[config.mk]
export PLATFORM = sky130hd
export DESIGN_NAME = regfile_arbiter_flat
export DESIGN_NICKNAME = d
export VERILOG_FILES = /design/src/rtl/regfile_arbiter_pkg.sv /design/src/rtl/regfile_arbiter_if.sv /design/src/rtl/regfile_arbiter_rr_arbiter.sv /design/src/rtl/regfile_arbiter.sv /design/src/flat_wrapper.sv
export SDC_FILE = /design/constraint.sdc
export NUM_CORES = 1
export LEC_CHECK = 0
export CORE_MARGIN = 4
export CORE_UTILIZATION = 38
export CTS_CLUSTER_SIZE = 20
export DETAILED_ROUTE_END_ITERATION = 12
export GPL_TIMING_DRIVEN = 1
export HOLD_SLACK_MARGIN = 0.06
export PLACE_DENSITY = 0.95
export REMOVE_ABC_BUFFERS = 1
export SLEW_MARGIN = 10
export SYNTH_ARGS = -nofsm -noshare
export SYNTH_HDL_FRONTEND = slang
export SYNTH_SLANG_ARGS = --single-unit
[constraint.sdc]
create_clock -name clk -period 13.31 [get_ports clk]
set_clock_uncertainty 0.1 [all_clocks]
set_input_delay 3.993 -clock clk [delete_from_list [all_inputs] [get_ports clk]]
set_output_delay 3.993 -clock clk [all_outputs]
set_load 0.01 [all_outputs]
[src/rtl/regfile_arbiter_pkg.sv]
// Shared types for the register-file arbiter.
//   state_t : top-level sequencer state (normal arbitration / clearing).
package regfile_arb_pkg;

  typedef enum logic {
    ST_IDLE  = 1'b0,
    ST_CLEAR = 1'b1
  } state_t;

endpackage

[src/rtl/regfile_arbiter_if.sv]
// Requester-side bus of the register-file arbiter.
//   rd_valid/rd_adr -> rd_ready        : per-requester read request/grant
//   wr_valid/wr_adr/wr_data -> wr_ready : per-requester write request/grant
//   rsp_valid/rsp_id/rsp_rdata         : read response, one cycle after grant
// master = requesting units, slave = arbiter.
interface regfile_arbiter_if #(
  parameter int WIDTH = 32,
  parameter int N     = 4,
  parameter int NREQ  = 3
);
  localparam int AW = $clog2(N);
  localparam int IW = (NREQ > 1) ? $clog2(NREQ) : 1;

  logic [NREQ-1:0]                rd_valid;
  logic [NREQ-1:0][AW-1:0]        rd_adr;
  logic [NREQ-1:0]                rd_ready;
  logic [NREQ-1:0]                wr_valid;
  logic [NREQ-1:0][AW-1:0]        wr_adr;
  logic [NREQ-1:0][WIDTH-1:0]     wr_data;
  logic [NREQ-1:0]                wr_ready;
  logic                           rsp_valid;
  logic [IW-1:0]                  rsp_id;
  logic [WIDTH-1:0]               rsp_rdata;

  modport master (
    output rd_valid, rd_adr, wr_valid, wr_adr, wr_data,
    input  rd_ready, wr_ready, rsp_valid, rsp_id, rsp_rdata
  );

  modport slave (
    input  rd_valid, rd_adr, wr_valid, wr_adr, wr_data,
    output rd_ready, wr_ready, rsp_valid, rsp_id, rsp_rdata
  );

endinterface

[src/rtl/regfile_arbiter_rr_arbiter.sv]
// Round-robin arbiter with its own rotating priority pointer.
//   clk, reset : clock, synchronous active-high reset (pointer -> 0)
//   req        : request vector
//   advance    : commit the current grant (pointer moves past the winner)
//   grant      : one-hot grant, zero when no request
//   grant_idx  : index of the granted requester (0 when none)
module rr_arbiter #(
  parameter  int NREQ = 3,
  localparam int IW   = (NREQ > 1) ? $clog2(NREQ) : 1
) (
  input  logic            clk,
  input  logic            reset,
  input  logic [NREQ-1:0] req,
  input  logic            advance,
  output logic [NREQ-1:0] grant,
  output logic [IW-1:0]   grant_idx
);

  logic [IW-1:0] ptr;
  int            idx;

  // Walk from the farthest offset back to the pointer so the requester
  // closest to the pointer (in rotating order) is the last one written.
  always_comb begin
    grant     = '0;
    grant_idx = '0;
    idx       = 0;
    for (int k = NREQ - 1; k >= 0; k--) begin
      idx = (int'(ptr) + k) % NREQ;
      if (req[idx]) begin
        grant      = '0;
        grant[idx] = 1'b1;
        grant_idx  = IW'(idx);
      end
    end
  end

  always_ff @(posedge clk) begin
    if (reset) begin
      ptr <= '0;
    end else if (advance && |grant) begin
      ptr <= (grant_idx == IW'(NREQ - 1)) ? '0 : grant_idx + IW'(1);
    end
  end

endmodule

[src/rtl/regfile_arbiter.sv]
// Shares one single-read/single-write register file among NREQ requesters.
// Independent round-robin arbitration per port; a clear sequence zeroes all
// N entries through the write port, one per cycle.
//   clk, reset        : clock, synchronous active-high reset
//   bus               : requester bus (slave side), see regfile_arbiter_if
//   clear_req         : start a clear (honoured in IDLE only)
//   busy, clear_done  : clearing in progress / one-cycle completion pulse
//   rf_write_*        : register-file write port
//   rf_read_*         : register-file read port, rf_data_out is combinational
module regfile_arbiter
  import regfile_arb_pkg::*;
#(
  parameter  int WIDTH = 32,
  parameter  int N     = 4,
  parameter  int NREQ  = 3,
  localparam int AW    = $clog2(N),
  localparam int IW    = (NREQ > 1) ? $clog2(NREQ) : 1
) (
  input  logic              clk,
  input  logic              reset,
  regfile_arbiter_if.slave  bus,
  input  logic              clear_req,
  output logic              busy,
  output logic              clear_done,
  output logic              rf_write_en,
  output logic [AW-1:0]     rf_write_adr,
  output logic [WIDTH-1:0]  rf_data_in,
  output logic              rf_read_en,
  output logic [AW-1:0]     rf_read_adr,
  input  logic [WIDTH-1:0]  rf_data_out
);

  state_t          state, state_nxt;
  logic [AW-1:0]   clr_cnt;
  logic            clr_last;
  logic            clearing;
  logic            hold;

  logic [NREQ-1:0] rd_req, wr_req, rd_grant, wr_grant;
  logic [IW-1:0]   rd_idx, wr_idx;

  logic            rsp_valid_q;
  logic [IW-1:0]   rsp_id_q;
  logic [WIDTH-1:0] rsp_rdata_q;

  assign clearing = (state == ST_CLEAR) && !reset;
  assign clr_last = (clr_cnt == AW'(N - 1));
  // No grants while clearing, and nothing reaches the register file in reset.
  assign hold     = reset || (state == ST_CLEAR);
  assign rd_req   = hold ? '0 : bus.rd_valid;
  assign wr_req   = hold ? '0 : bus.wr_valid;

  rr_arbiter #(.NREQ(NREQ)) u_rd_arb (
    .clk       (clk),
    .reset     (reset),
    .req       (rd_req),
    .advance   (|rd_grant),
    .grant     (rd_grant),
    .grant_idx (rd_idx)
  );

  rr_arbiter #(.NREQ(NREQ)) u_wr_arb (
    .clk       (clk),
    .reset     (reset),
    .req       (wr_req),
    .advance   (|wr_grant),
    .grant     (wr_grant),
    .grant_idx (wr_idx)
  );

  assign bus.rd_ready  = rd_grant;
  assign bus.wr_ready  = wr_grant;
  assign bus.rsp_valid = rsp_valid_q;
  assign bus.rsp_id    = rsp_id_q;
  assign bus.rsp_rdata = rsp_rdata_q;
  assign busy          = clearing;

  always_comb begin
    state_nxt = state;
    unique case (state)
      ST_IDLE:  if (clear_req) state_nxt = ST_CLEAR;
      ST_CLEAR: if (clr_last)  state_nxt = ST_IDLE;
      default:  state_nxt = ST_IDLE;
    endcase
  end

  always_ff @(posedge clk) begin
    if (reset) begin
      state       <= ST_IDLE;
      clr_cnt     <= '0;
      clear_done  <= 1'b0;
      rsp_valid_q <= 1'b0;
      rsp_id_q    <= '0;
      rsp_rdata_q <= '0;
    end else begin
      state       <= state_nxt;
      clr_cnt     <= (state == ST_CLEAR && !clr_last) ? clr_cnt + AW'(1) : '0;
      // Registered so the pulse lands in the first IDLE cycle, as busy drops.
      clear_done  <= (state == ST_CLEAR) && clr_last;
      rsp_valid_q <= |rd_grant;
      if (|rd_grant) begin
        rsp_id_q    <= rd_idx;
        rsp_rdata_q <= rf_data_out;
      end
    end
  end

  // Write port: the clear sequence owns it outright while clearing.
  always_comb begin
    rf_write_en  = 1'b0;
    rf_write_adr = '0;
    rf_data_in   = '0;
    if (clearing) begin
      rf_write_en  = 1'b1;
      rf_write_adr = clr_cnt;
    end else if (|wr_grant) begin
      rf_write_en  = 1'b1;
      rf_write_adr = bus.wr_adr[wr_idx];
      rf_data_in   = bus.wr_data[wr_idx];
    end
  end

  always_comb begin
    rf_read_en  = 1'b0;
    rf_read_adr = '0;
    if (|rd_grant) begin
      rf_read_en  = 1'b1;
      rf_read_adr = bus.rd_adr[rd_idx];
    end
  end

endmodule

[src/flat_wrapper.sv]
// flat-port wrapper written by rule: the top's interface ports become plain ports
module regfile_arbiter_flat import regfile_arb_pkg::*;
#(
  parameter  int WIDTH = 32,
  parameter  int N     = 4,
  parameter  int NREQ  = 3,
  localparam int AW    = $clog2(N),
  localparam int IW    = (NREQ > 1) ? $clog2(NREQ) : 1
)
  (clk, reset, clear_req, busy, clear_done, rf_write_en, rf_write_adr, rf_data_in, rf_read_en, rf_read_adr, rf_data_out, bus_rd_valid, bus_rd_adr, bus_wr_valid, bus_wr_adr, bus_wr_data, bus_rd_ready, bus_wr_ready, bus_rsp_valid, bus_rsp_id, bus_rsp_rdata);
  regfile_arbiter_if #(.WIDTH(WIDTH), .N(N), .NREQ(NREQ)) bus_i ();
  input  logic clk;
  input  logic reset;
  input  logic clear_req;
  output logic busy;
  output logic clear_done;
  output logic rf_write_en;
  output logic [AW-1:0] rf_write_adr;
  output logic [WIDTH-1:0] rf_data_in;
  output logic rf_read_en;
  output logic [AW-1:0] rf_read_adr;
  input  logic [WIDTH-1:0] rf_data_out;
  input wire logic [$bits(bus_i.rd_valid)-1:0] bus_rd_valid;
  input wire logic [$bits(bus_i.rd_adr)-1:0] bus_rd_adr;
  input wire logic [$bits(bus_i.wr_valid)-1:0] bus_wr_valid;
  input wire logic [$bits(bus_i.wr_adr)-1:0] bus_wr_adr;
  input wire logic [$bits(bus_i.wr_data)-1:0] bus_wr_data;
  output wire logic [$bits(bus_i.rd_ready)-1:0] bus_rd_ready;
  output wire logic [$bits(bus_i.wr_ready)-1:0] bus_wr_ready;
  output wire logic [$bits(bus_i.rsp_valid)-1:0] bus_rsp_valid;
  output wire logic [$bits(bus_i.rsp_id)-1:0] bus_rsp_id;
  output wire logic [$bits(bus_i.rsp_rdata)-1:0] bus_rsp_rdata;
  assign bus_i.rd_valid = bus_rd_valid;
  assign bus_i.rd_adr = bus_rd_adr;
  assign bus_i.wr_valid = bus_wr_valid;
  assign bus_i.wr_adr = bus_wr_adr;
  assign bus_i.wr_data = bus_wr_data;
  assign bus_rd_ready = bus_i.rd_ready;
  assign bus_wr_ready = bus_i.wr_ready;
  assign bus_rsp_valid = bus_i.rsp_valid;
  assign bus_rsp_id = bus_i.rsp_id;
  assign bus_rsp_rdata = bus_i.rsp_rdata;
  regfile_arbiter #(.WIDTH(WIDTH), .N(N), .NREQ(NREQ)) u_core (.clk(clk), .reset(reset), .bus(bus_i), .clear_req(clear_req), .busy(busy), .clear_done(clear_done), .rf_write_en(rf_write_en), .rf_write_adr(rf_write_adr), .rf_data_in(rf_data_in), .rf_read_en(rf_read_en), .rf_read_adr(rf_read_adr), .rf_data_out(rf_data_out));
endmodule
==> impl_metrics.toml <==
[routing]
routed_via_density = 5.45
routed_wl_mm = 12.9
drt_iter0_markers = 137
via_count = 3718
dr.pass1.iters = 4
wl_per_cell_um = 19.0
drc = 0
postRouteAntennaNets = 0

[pwr]
pwr-share-clk_pct = 10.0
p_leak_nw = 2.23
p_int_mw = 0.629
netSwitchingPower_mw = 0.396
pwr-share-seq_pct = 20.6
swShare_pct = 38.6
ir_drop_mv = 0.186
powerDensity_nw_per_um2 = 183
pwr-share-comb_pct = 69.4

[logic_synthesis]
synth_top_area_share_pct = 27.3
synth_edf_count = 0
synth_top_area_cell = "dfxtp_1"
synthCells = 364
synth-seq-cells = 43
synth.mux.area_fraction_pct = 19.7
synth_top_family_by_area = "compound AO/OA/AOI/OAI gates"
syn_area_um2 = 3150
syn_avg_cell_area_um2 = 8.66
synthSimpleGateAreaFrac_pct = 18.6
synth-compound-area-share_pct = 24.7
synth_warnings = 0
synthTopCellsByArea = "dfxtp_1 (27%), mux2_4 (14%), a22oi_1 (8.6%), nor2b_1 (7.3%), a21oi_1 (6.5%)"
async_reset_ff_share_pct = 0
synth.distinct_cells = 51
ys_seq_area_share_pct = 27.3
synthAdderAreaFrac_pct = 3.57
synthFlopType = "dfxtp_1"
synthXorXnorAreaFrac_pct = 0

[floorplanning]
rows = 32
dieArea_um2 = 9820
ioPinCount = 230
die_height_um = 99.1
coreArea_um2 = 7890
fp.dieW_um = 99.1
start_util_pct = 40.0

[clocking]
clk_pin_slew_ns = 0.09
clock_latency_ns = 0.30
post_cts_buffers = 0
cts_tree = "yes"
cts_buffer_depth = 2
root_buffer = "clkbuf_8"
cts.htree.levels = 2
cts_resized = 0
cts_hold_buf = 0
cts_buffers = 5
cts.sinks = 43

[critical_path]
reg2regPathDepth = 9
cp-start-kind = "primary input"
critPathCaptureType = "output port"
path_max_fanout = 28
critPathKind = "in2out"
arrival_ns = 7.26
required_ns = 9.22

[place]
dp_hpwl_mm = 10.4
portBuffers = 229
gp_congestion = 0.945
preCtsSetupSlack_ns = 2.00

[finish]
layout.nets = 737
final_util_pct = 71.0
syn2layout_area_growth_pct = 77.7
drive_gt1_share_pct = 10.9
antennaDiodeCount = 0

[timing]
hold_violations = 0
finalCritPeriodShare_pct = 85.3
finalSetupViolations = 0
hold_ws_ns = 0.386
fmaxAchievable_mhz = 88.1
slew_viol_final = 0
tightest_slew_ns = 0.744
final_critical_path_setup_slack_ns = 1.96
maxSlewHeadroom_pct = 50.2
fin_tns_setup_ns = 0
rsz0062_at_grt = "false"
min_period_ns = 11.35

[flow_run]
maxCapViolCount = 0

[run_status]
status = "finished, final reports clean"

[global_route]
grt_pass1_wl_mm = 19.8
grt_usage_pct = 24.8
antenna_found_initial = 0
grt_max_degree = 42
grt_pass1_vias = 3859
grt_overflow_total = 0

[min_path]
hold_depth = 1
hold_path.class = "reg2reg"
synth_stat cells (2+ instances only):
cell type   n
dfxtp_1    43
nand2_1    42
a21oi_1    41
nor2b_1    37
a22oi_1    36
mux2_4     30
clkbuf_1   15
inv_1      12
nor2_1     10
o21ai_0    10
ha_1        9
mux2i_1     8
buf_2       6
buf_6       5
a31oi_1     4
mux2_1      4
mux2_2      4
nand2b_1    4
nand3_1     3
nor3_1      3
o2111ai_1   3
a22o_1      2
o211ai_1    2
o21a_1      2
o22ai_1     2
or2_2       2
layout by cell type, fill, tap and decap left out, drive strengths merged, types with 2 or more instances in the layout:
cell,n
clkinv,2
nor2b,37
o22ai,2
a22o,2
nand2b,4
o2bb2ai,2
nor2,11
mux2i,8
inv,12
a22oi,36
nor3,3
mux2,38
or3,2
a31oi,4
a211oi,2
nand2,42
clkdlybuf4s50,229
or2,3
o211ai,2
dfxtp,43
buf,6
nand3,3
a21oi,41
o2111ai,3
clkbuf,5
o21ai,11
o21a,2
ha,9
logic make-up (layout without fill, tap and decap cells):
| group | after synthesis | after routing |
|---|---|---|
| buffers and inverters | 39 | 255 |
| DFF | 43 | 43 |
| and+or+nand+nor | 112 | 112 |
| AOI/OAI and AO/OA | 115 | 115 |
| muxes | 46 | 46 |
| adders and majority gates | 9 | 9 |
worst paths after layout:
| path | start | endpoint | slack, ns |
|---|---|---|---|
| min | u_core.clr_cnt[0]$_SDFF_PP0_ | u_core.clr_cnt[0]$_SDFF_PP0_ | 0.39 |
| max | reset | rf_data_in[1] | 1.96 |
| max reg2reg | u_core.u_rd_arb.ptr[1]$_SDFFE_PP0P_ | u_core.bus.rsp_rdata[9]$_SDFFE_PP0P_ | 9.66 |
| min reg2reg | u_core.clr_cnt[0]$_SDFF_PP0_ | u_core.clr_cnt[0]$_SDFF_PP0_ | 0.39 |
routing by layer:
| metal | track usage [%] | part of all wire [%] | vias up |
|---|---|---|---|
| met5 | 0 | 0 | - |
| met4 | 9.56 | 3.3 | 0 |
| met3 | 9.40 | 11 | 32 |
| met2 | 44.8 | 50 | 230 |
| met1 | 25.9 | 36 | 1725 |
| li1 | - | - | 1731 |
through the flow:
step                      std cells  power [mW]  cell area (µm²)
after floorplan                 337       0.606             3000
after global placement          674       0.901             5490
after detailed placement        674       0.920             5490
after CTS                       682        1.03             5600
after global routing            682        1.09             5600
final                           682        1.03             5600
state kept, by name, indices dropped and copies added, names as in the netlist:
signal,count
u_core.u_rd_arb.ptr,2
u_core.clr_cnt,2
u_core.u_wr_arb.ptr,2
u_core.bus.rsp_rdata,32
u_core.bus.rsp_valid,1
u_core.bus.rsp_id,2
u_core.state,1
u_core.clear_done,1
worst max-delay path: stages:
cell             delay [ns]
clkdlybuf4s50_1        0.53
or2_2                  0.40
nor3_1                 0.40
a41oi_1                0.20
or4_1                  0.50
o21ai_2                0.22
buf_4                  0.38
a21oi_1                0.11
clkdlybuf4s50_1        0.52
cell type report:
class / count / area [µm²]
repair buffers: 235 / 2340
fillers: 561 / 2280
multi-input cells: 282 / 2120
flip-flops and latches: 43 / 861
well taps: 102 / 128
clock buffers: 5 / 68.8
inverters: 12 / 45.0
clock inverters: 3 / 43.8
power by group through the flow:
stage | Clock [mW] | Combinational (mW) | Sequential, mW
after floorplan | 0 | 0.378 | 0.228
after global placement | 0 | 0.691 | 0.209
after detailed placement | 0 | 0.708 | 0.211
after CTS | 0.104 | 0.713 | 0.211
after global routing | 0.109 | 0.760 | 0.217
final | 0.103 | 0.711 | 0.211
Power figures use the tool's default switching activity.
==> RTL edit 1: new RTL, same settings <==
Reset style: asynchronous (`reset`), changed in 2 clocked blocks. Comments in the files are not updated.
--- a/src/rtl/regfile_arbiter_rr_arbiter.sv
+++ b/src/rtl/regfile_arbiter_rr_arbiter.sv
@@ -37,3 +37,3 @@
 
-  always_ff @(posedge clk) begin
+  always_ff @(posedge clk or posedge reset) begin
     if (reset) begin
--- a/src/rtl/regfile_arbiter.sv
+++ b/src/rtl/regfile_arbiter.sv
@@ -86,3 +86,3 @@
 
-  always_ff @(posedge clk) begin
+  always_ff @(posedge clk or posedge reset) begin
     if (reset) begin
Check against the original RTL: differs if reset is asserted again (counterexample within 4 cycles, from zero or initial values and one cycle with reset high); with reset held inactive, the same outputs for 4 cycles.
==> RTL edit 1 against the original RTL <==
- routed wire length is 2.3% lower
- global-route usage is 1.5 points higher
- area after synthesis is 5.0% lower
- total power is 5.9% higher
- worst hold slack worse by 16 ps
- sequential cell count stayed put
- setup slack hardly changed
- synthesized cell count is 12% lower
- design area is 2.1% lower
- critical path depth stayed put
- register-to-register slack better by 260 ps
==> RTL edit 1: results (changes against the original RTL) <==
<table>
<tr><th>Metric</th><th>Value</th></tr>
<tr><th colspan="2">GRT</th></tr>
<tr><td>Tot GR Track Use</td><td>0.2626 (+0.01453)</td></tr>
<tr><td>Via count of the first global-routing pass</td><td>3631 (-5.9%)</td></tr>
<tr><td>Met3 GRT Util</td><td>0.1031 (+0.009131)</td></tr>
<tr><td>Pin count of the biggest net entering global routing</td><td>44 (+4.8%)</td></tr>
<tr><td>First-pass GRT wire length</td><td>19540 um (-1.2%)</td></tr>
<tr><td>Global routing met1 resource utilization</td><td>0.2976 (+0.03826)</td></tr>
<tr><th colspan="2">Drt</th></tr>
<tr><td>Avg Vias per Cell</td><td>5.282 (-3.1%)</td></tr>
<tr><td>Initial detailed-routing violation count</td><td>153 (+12%)</td></tr>
<tr><th colspan="2">Synth</th></tr>
<tr><td>Share of flip-flops with an asynchronous set or reset after synthesis</td><td>1.000 (+1.000)</td></tr>
<tr><td>Fraction of post-synthesis cell area in the top cell type by area</td><td>0.3594 (+0.08637)</td></tr>
<tr><td>Sequential-to-total area share from yosys stat</td><td>0.3594 (+0.08637)</td></tr>
<tr><td>Dominant cells by area after synthesis</td><td>sky130_fd_sc_hd__dfrtp_1 36%, sky130_fd_sc_hd__mux2_2 12%, sky130_fd_sc_hd__a22oi_1 8.5%, sky130_fd_sc_hd__a21oi_1 6.5%, sky130_fd_sc_hd__nand2_1 5.3%</td></tr>
<tr><td>Top cell types by occurrence after synthesis</td><td>43 x sky130_fd_sc_hd__dfrtp_1, 42 x sky130_fd_sc_hd__nand2_1, 39 x sky130_fd_sc_hd__a21oi_1</td></tr>
<tr><th colspan="2">Worst setup path</th></tr>
<tr><td>Reg-to-reg critical path startpoint</td><td>u_core.u_rd_arb.ptr[0]</td></tr>
<tr><td>R2R setup slack</td><td>9920 ps (+260 ps)</td></tr>
<tr><td>Highest fanout seen on the critical path</td><td>35 (+25%)</td></tr>
<tr><td>End point of the critical path</td><td>rf_write_adr[1]</td></tr>
<tr><th colspan="2">Placed design</th></tr>
<tr><td>Detailed placement HPWL</td><td>9875 um (-5.0%)</td></tr>
<tr><th colspan="2">Final layout</th></tr>
<tr><td>Layout cells sized above 1</td><td>0.1058 (-0.002869)</td></tr>
<tr><td>Non-clock inverter count</td><td>15 (+3)</td></tr>
<tr><td>Final clock-cell share</td><td>0.02555 (+0.005449)</td></tr>
<tr><td>Fin nets</td><td>696 (-5.6%)</td></tr>
<tr><th colspan="2">Power</th></tr>
<tr><td>Leakage power total</td><td>0.002210 uW (-0.68%)</td></tr>
<tr><th colspan="2">Timing</th></tr>
<tr><td>Slew headroom</td><td>0.6054 (+0.1030)</td></tr>
<tr><th colspan="2">Outcome</th></tr>
<tr><td>Run status</td><td>finished, final reports clean</td></tr>
</table>
-- RTL edit 1: power by group --
group	leakage [uW]	switching, uW	internal [uW]
registers	0.000511	43.1	193
clock network	0.0000703	48.4	76.2
logic	0.00163	336	389
total	0.00221	428	658
-- RTL edit 1: through the flow --
| step | worst slack [ps] | util | instances | power [uW] |
|---|---|---|---|---|
| 3_5_place_dp | 1926 | 0.6953 | 633 | 954.9 |
| 4_1_cts | 1968 | 0.7135 | 641 | 1091 |
| 5_1_grt | 1762 | 0.7135 | 641 | 1150 |
| 3_3_place_gp | 1923 | 0.6953 | 633 | 928.0 |
| 2_1_floorplan | 2432 | - | 296 | 563.1 |
| 6_report | 1959 | 0.7135 | 641 | 1086 |
-- RTL edit 1: kinds of logic after synthesis --
logic type               count (synthesis)  synth area share
AND/OR/NAND/NOR                         81            0.1291
AO/OA/AOI/OAI                          101            0.2403
multiplexers                            47            0.1747
adder cells (fa/ha/maj)                  9           0.03761
flip-flops                              43            0.3594
buffers and inverters                   40           0.05892
-- RTL edit 1: how the worst min path moves through the flow --
stage | from | end | slack (ps) | depth (start not counted)
after floorplan | u_core.clr_cnt[0] | u_core.clr_cnt[0] | 330 | 1
after global placement | u_core.clr_cnt[0] | u_core.clr_cnt[0] | 350 | 1
after detailed placement | u_core.clr_cnt[0] | u_core.clr_cnt[0] | 360 | 1
after CTS | u_core.clr_cnt[0] | u_core.clr_cnt[0] | 370 | 1
after global routing | u_core.clr_cnt[0] | u_core.clr_cnt[0] | 390 | 1
final | u_core.clr_cnt[0] | u_core.clr_cnt[0] | 370 | 1
-- RTL edit 1: per-layer routing --
layer  wire length [um]  share of wire
met5                  0              0
met2               6181           0.49
met3               1195          0.094
met1               4865           0.38
met4                406          0.032
==> RTL edit 2: new RTL, same settings <==
Without the edit above. `NREQ` is set to 3 in 4 places; all go to 5.
--- a/src/rtl/regfile_arbiter_if.sv
+++ b/src/rtl/regfile_arbiter_if.sv
@@ -8,3 +8,3 @@
   parameter int N     = 4,
-  parameter int NREQ  = 3
+  parameter int NREQ  = 5
 );
--- a/src/rtl/regfile_arbiter_rr_arbiter.sv
+++ b/src/rtl/regfile_arbiter_rr_arbiter.sv
@@ -7,3 +7,3 @@
 module rr_arbiter #(
-  parameter  int NREQ = 3,
+  parameter  int NREQ = 5,
   localparam int IW   = (NREQ > 1) ? $clog2(NREQ) : 1
--- a/src/rtl/regfile_arbiter.sv
+++ b/src/rtl/regfile_arbiter.sv
@@ -14,3 +14,3 @@
   parameter  int N     = 4,
-  parameter  int NREQ  = 3,
+  parameter  int NREQ  = 5,
   localparam int AW    = $clog2(N),
--- a/src/flat_wrapper.sv
+++ b/src/flat_wrapper.sv
@@ -5,3 +5,3 @@
   parameter  int N     = 4,
-  parameter  int NREQ  = 3,
+  parameter  int NREQ  = 5,
   localparam int AW    = $clog2(N),
Interface: changed (8 resized); port bits go from 230 to 311. The function was not compared with the original's and may differ.
==> RTL edit 2 against the original RTL <==
- sequential cell count is 3 higher
- first-iteration DRC count grew to 9.5 times the old value
- setup slack got worse by 1400 ps
- critical path depth up 4
- largest cell class is now multi-input gates
- utilization down 17 points
- maximum frequency down 11%
- die area rose to 2.7 times the old value
- routed wire length grew to 2.8 times the old value
- synthesized cell count rose to 3.3 times the old value
- design area rose by 120%
- area after synthesis grew to 2.8 times the old value
Power is not shown: default switching activity piles up to over one toggle a cycle in this logic, so the estimate is an artifact.
==> RTL edit 2: results (changes against the original RTL) <==
<table>
<tr><th>Metric</th><th>Value</th></tr>
<tr><th colspan="2">Timing</th></tr>
<tr><td>Transition time at the pin with the least slew margin</td><td>832.4 ps (+88.53 ps)</td></tr>
<tr><th colspan="2">Worst setup path</th></tr>
<tr><td>End point of the critical path</td><td>rf_write_adr[1]</td></tr>
<tr><td>End of the worst register-to-register path</td><td>u_core.u_wr_arb.ptr[1]</td></tr>
<tr><td>Reg-to-reg critical path startpoint</td><td>u_core.u_wr_arb.ptr[1]</td></tr>
<tr><td>Crit path DAT</td><td>8670 ps (+1410 ps)</td></tr>
<tr><td>Highest fanout seen on the critical path</td><td>14 (-50%)</td></tr>
<tr><td>Reg2reg path depth</td><td>20 (+11)</td></tr>
<tr><th colspan="2">Final layout</th></tr>
<tr><td>Fill cell instance count of the final layout</td><td>2112 (+280%)</td></tr>
<tr><td>Layout cells sized above 1</td><td>0.09228 (-0.01634)</td></tr>
<tr><th colspan="2">Outcome</th></tr>
<tr><td>Run status</td><td>finished, final reports clean</td></tr>
<tr><th colspan="2">Drt</th></tr>
<tr><td>Sum of met3 wire segment lengths after detailed routing</td><td>3284 um (+130%)</td></tr>
<tr><td>Initial detailed-routing violation count</td><td>1298 (+850%)</td></tr>
<tr><td>Total number of vias</td><td>10757 (+190%)</td></tr>
<tr><td>Length of the first detailed-routing pass in iterations</td><td>6 (+2)</td></tr>
<tr><th colspan="2">Synth</th></tr>
<tr><td>Distinct cells, synth</td><td>95 (+86%)</td></tr>
<tr><th colspan="2">GRT</th></tr>
<tr><td>Via count of the first global-routing pass</td><td>10283 (+170%)</td></tr>
<tr><td>Pin count of the biggest net entering global routing</td><td>47 (+12%)</td></tr>
<tr><td>Met3 GRT Util</td><td>0.05359 (-0.04038)</td></tr>
<tr><td>Fraction of met2 tracks used by global routing</td><td>0.4540 (+0.006124)</td></tr>
<tr><td>Global routing met1 resource utilization</td><td>0.3323 (+0.07298)</td></tr>
<tr><td>First-pass GRT wire length</td><td>56320 um (+180%)</td></tr>
<tr><th colspan="2">Placed design</th></tr>
<tr><td>Post-detailed-placement cell area</td><td>12250 um2 (+120%)</td></tr>
<tr><td>Detailed placement HPWL</td><td>28930 um (+180%)</td></tr>
<tr><td>PortBufs</td><td>310 (+35%)</td></tr>
<tr><td>Placer congestion estimate</td><td>1.032 (+9.2%)</td></tr>
<tr><th colspan="2">Clock network</th></tr>
<tr><td>CTS root buf</td><td>sky130_fd_sc_hd__clkbuf_16</td></tr>
</table>
RTL edit 2: cell count changes after synthesis, moves of 43 or more:
cell	change
sky130_fd_sc_hd__nand3_1	+54
sky130_fd_sc_hd__mux2i_1	+86
sky130_fd_sc_hd__ha_1	+51
sky130_fd_sc_hd__a21oi_1	+43
sky130_fd_sc_hd__o21ai_0	+56
sky130_fd_sc_hd__nor2_1	+81
RTL edit 2: per-stage QoR:
stage | setup slack (ps) | instances | utilization
global placement | 687.4 | 1768 | 0.5345
floorplan | -287.7 | 1128 | -
CTS | 623.0 | 1776 | 0.5410
global route | 312.9 | 1776 | 0.5411
finish | 545.4 | 1776 | 0.5411
detailed placement | 629.0 | 1768 | 0.5345
RTL edit 2: worst min path at each step:
stage / to / depth (start not counted) / from / slack [ps]
after floorplan: u_core.clr_cnt[0] / 1 / u_core.clr_cnt[0] / 330
after global placement: u_core.clr_cnt[0] / 1 / u_core.clr_cnt[0] / 340
after detailed placement: u_core.bus.rsp_rdata[20] / 2 / u_core.bus.rsp_rdata[20] / 360
after CTS: u_core.bus.rsp_rdata[20] / 2 / u_core.bus.rsp_rdata[20] / 370
after global routing: u_core.bus.rsp_rdata[29] / 2 / u_core.bus.rsp_rdata[29] / 390
final: u_core.bus.rsp_rdata[12] / 2 / u_core.bus.rsp_rdata[12] / 370
RTL edit 2: cells by family (layout without fill, tap and decap cells):
family | count (synthesis) | in the layout | share of synthesized area
flip-flops | 46 | 46 | 0.1029
AO/OA/AOI/OAI | 415 | 415 | 0.3401
multiplexers | 141 | 141 | 0.1673
buffers and inverters | 132 | 390 | 0.06584
adder cells (fa/ha/maj) | 60 | 60 | 0.08387
AND/OR/NAND/NOR | 394 | 394 | 0.2209
XOR/XNOR | 17 | 17 | 0.01915
RTL edit 2: cell type report:
class,instances,share of cell area
Clock buffer,5,0.01009
Sequential cell,46,0.07427
Multi-Input combinational cell,1027,0.6049
Clock inverter,3,0.001917
Timing Repair Buffer,327,0.2605
Tap cell,313,0.03158
Inverter,55,0.01665
RTL edit 2: worst max-delay path, cell delays in order:
cell                              delay, ps
sky130_fd_sc_hd__clkdlybuf4s50_1        590
sky130_fd_sc_hd__or2_2                  510
sky130_fd_sc_hd__a21o_1                 200
sky130_fd_sc_hd__a221o_1                350
sky130_fd_sc_hd__o21ai_1                160
sky130_fd_sc_hd__a21boi_4               320
sky130_fd_sc_hd__mux2i_1                230
sky130_fd_sc_hd__o21ai_1                120
sky130_fd_sc_hd__o2111ai_4              490
sky130_fd_sc_hd__buf_4                  330
sky130_fd_sc_hd__nor3_1                  80
sky130_fd_sc_hd__o41ai_1                600
sky130_fd_sc_hd__clkdlybuf4s50_1        680
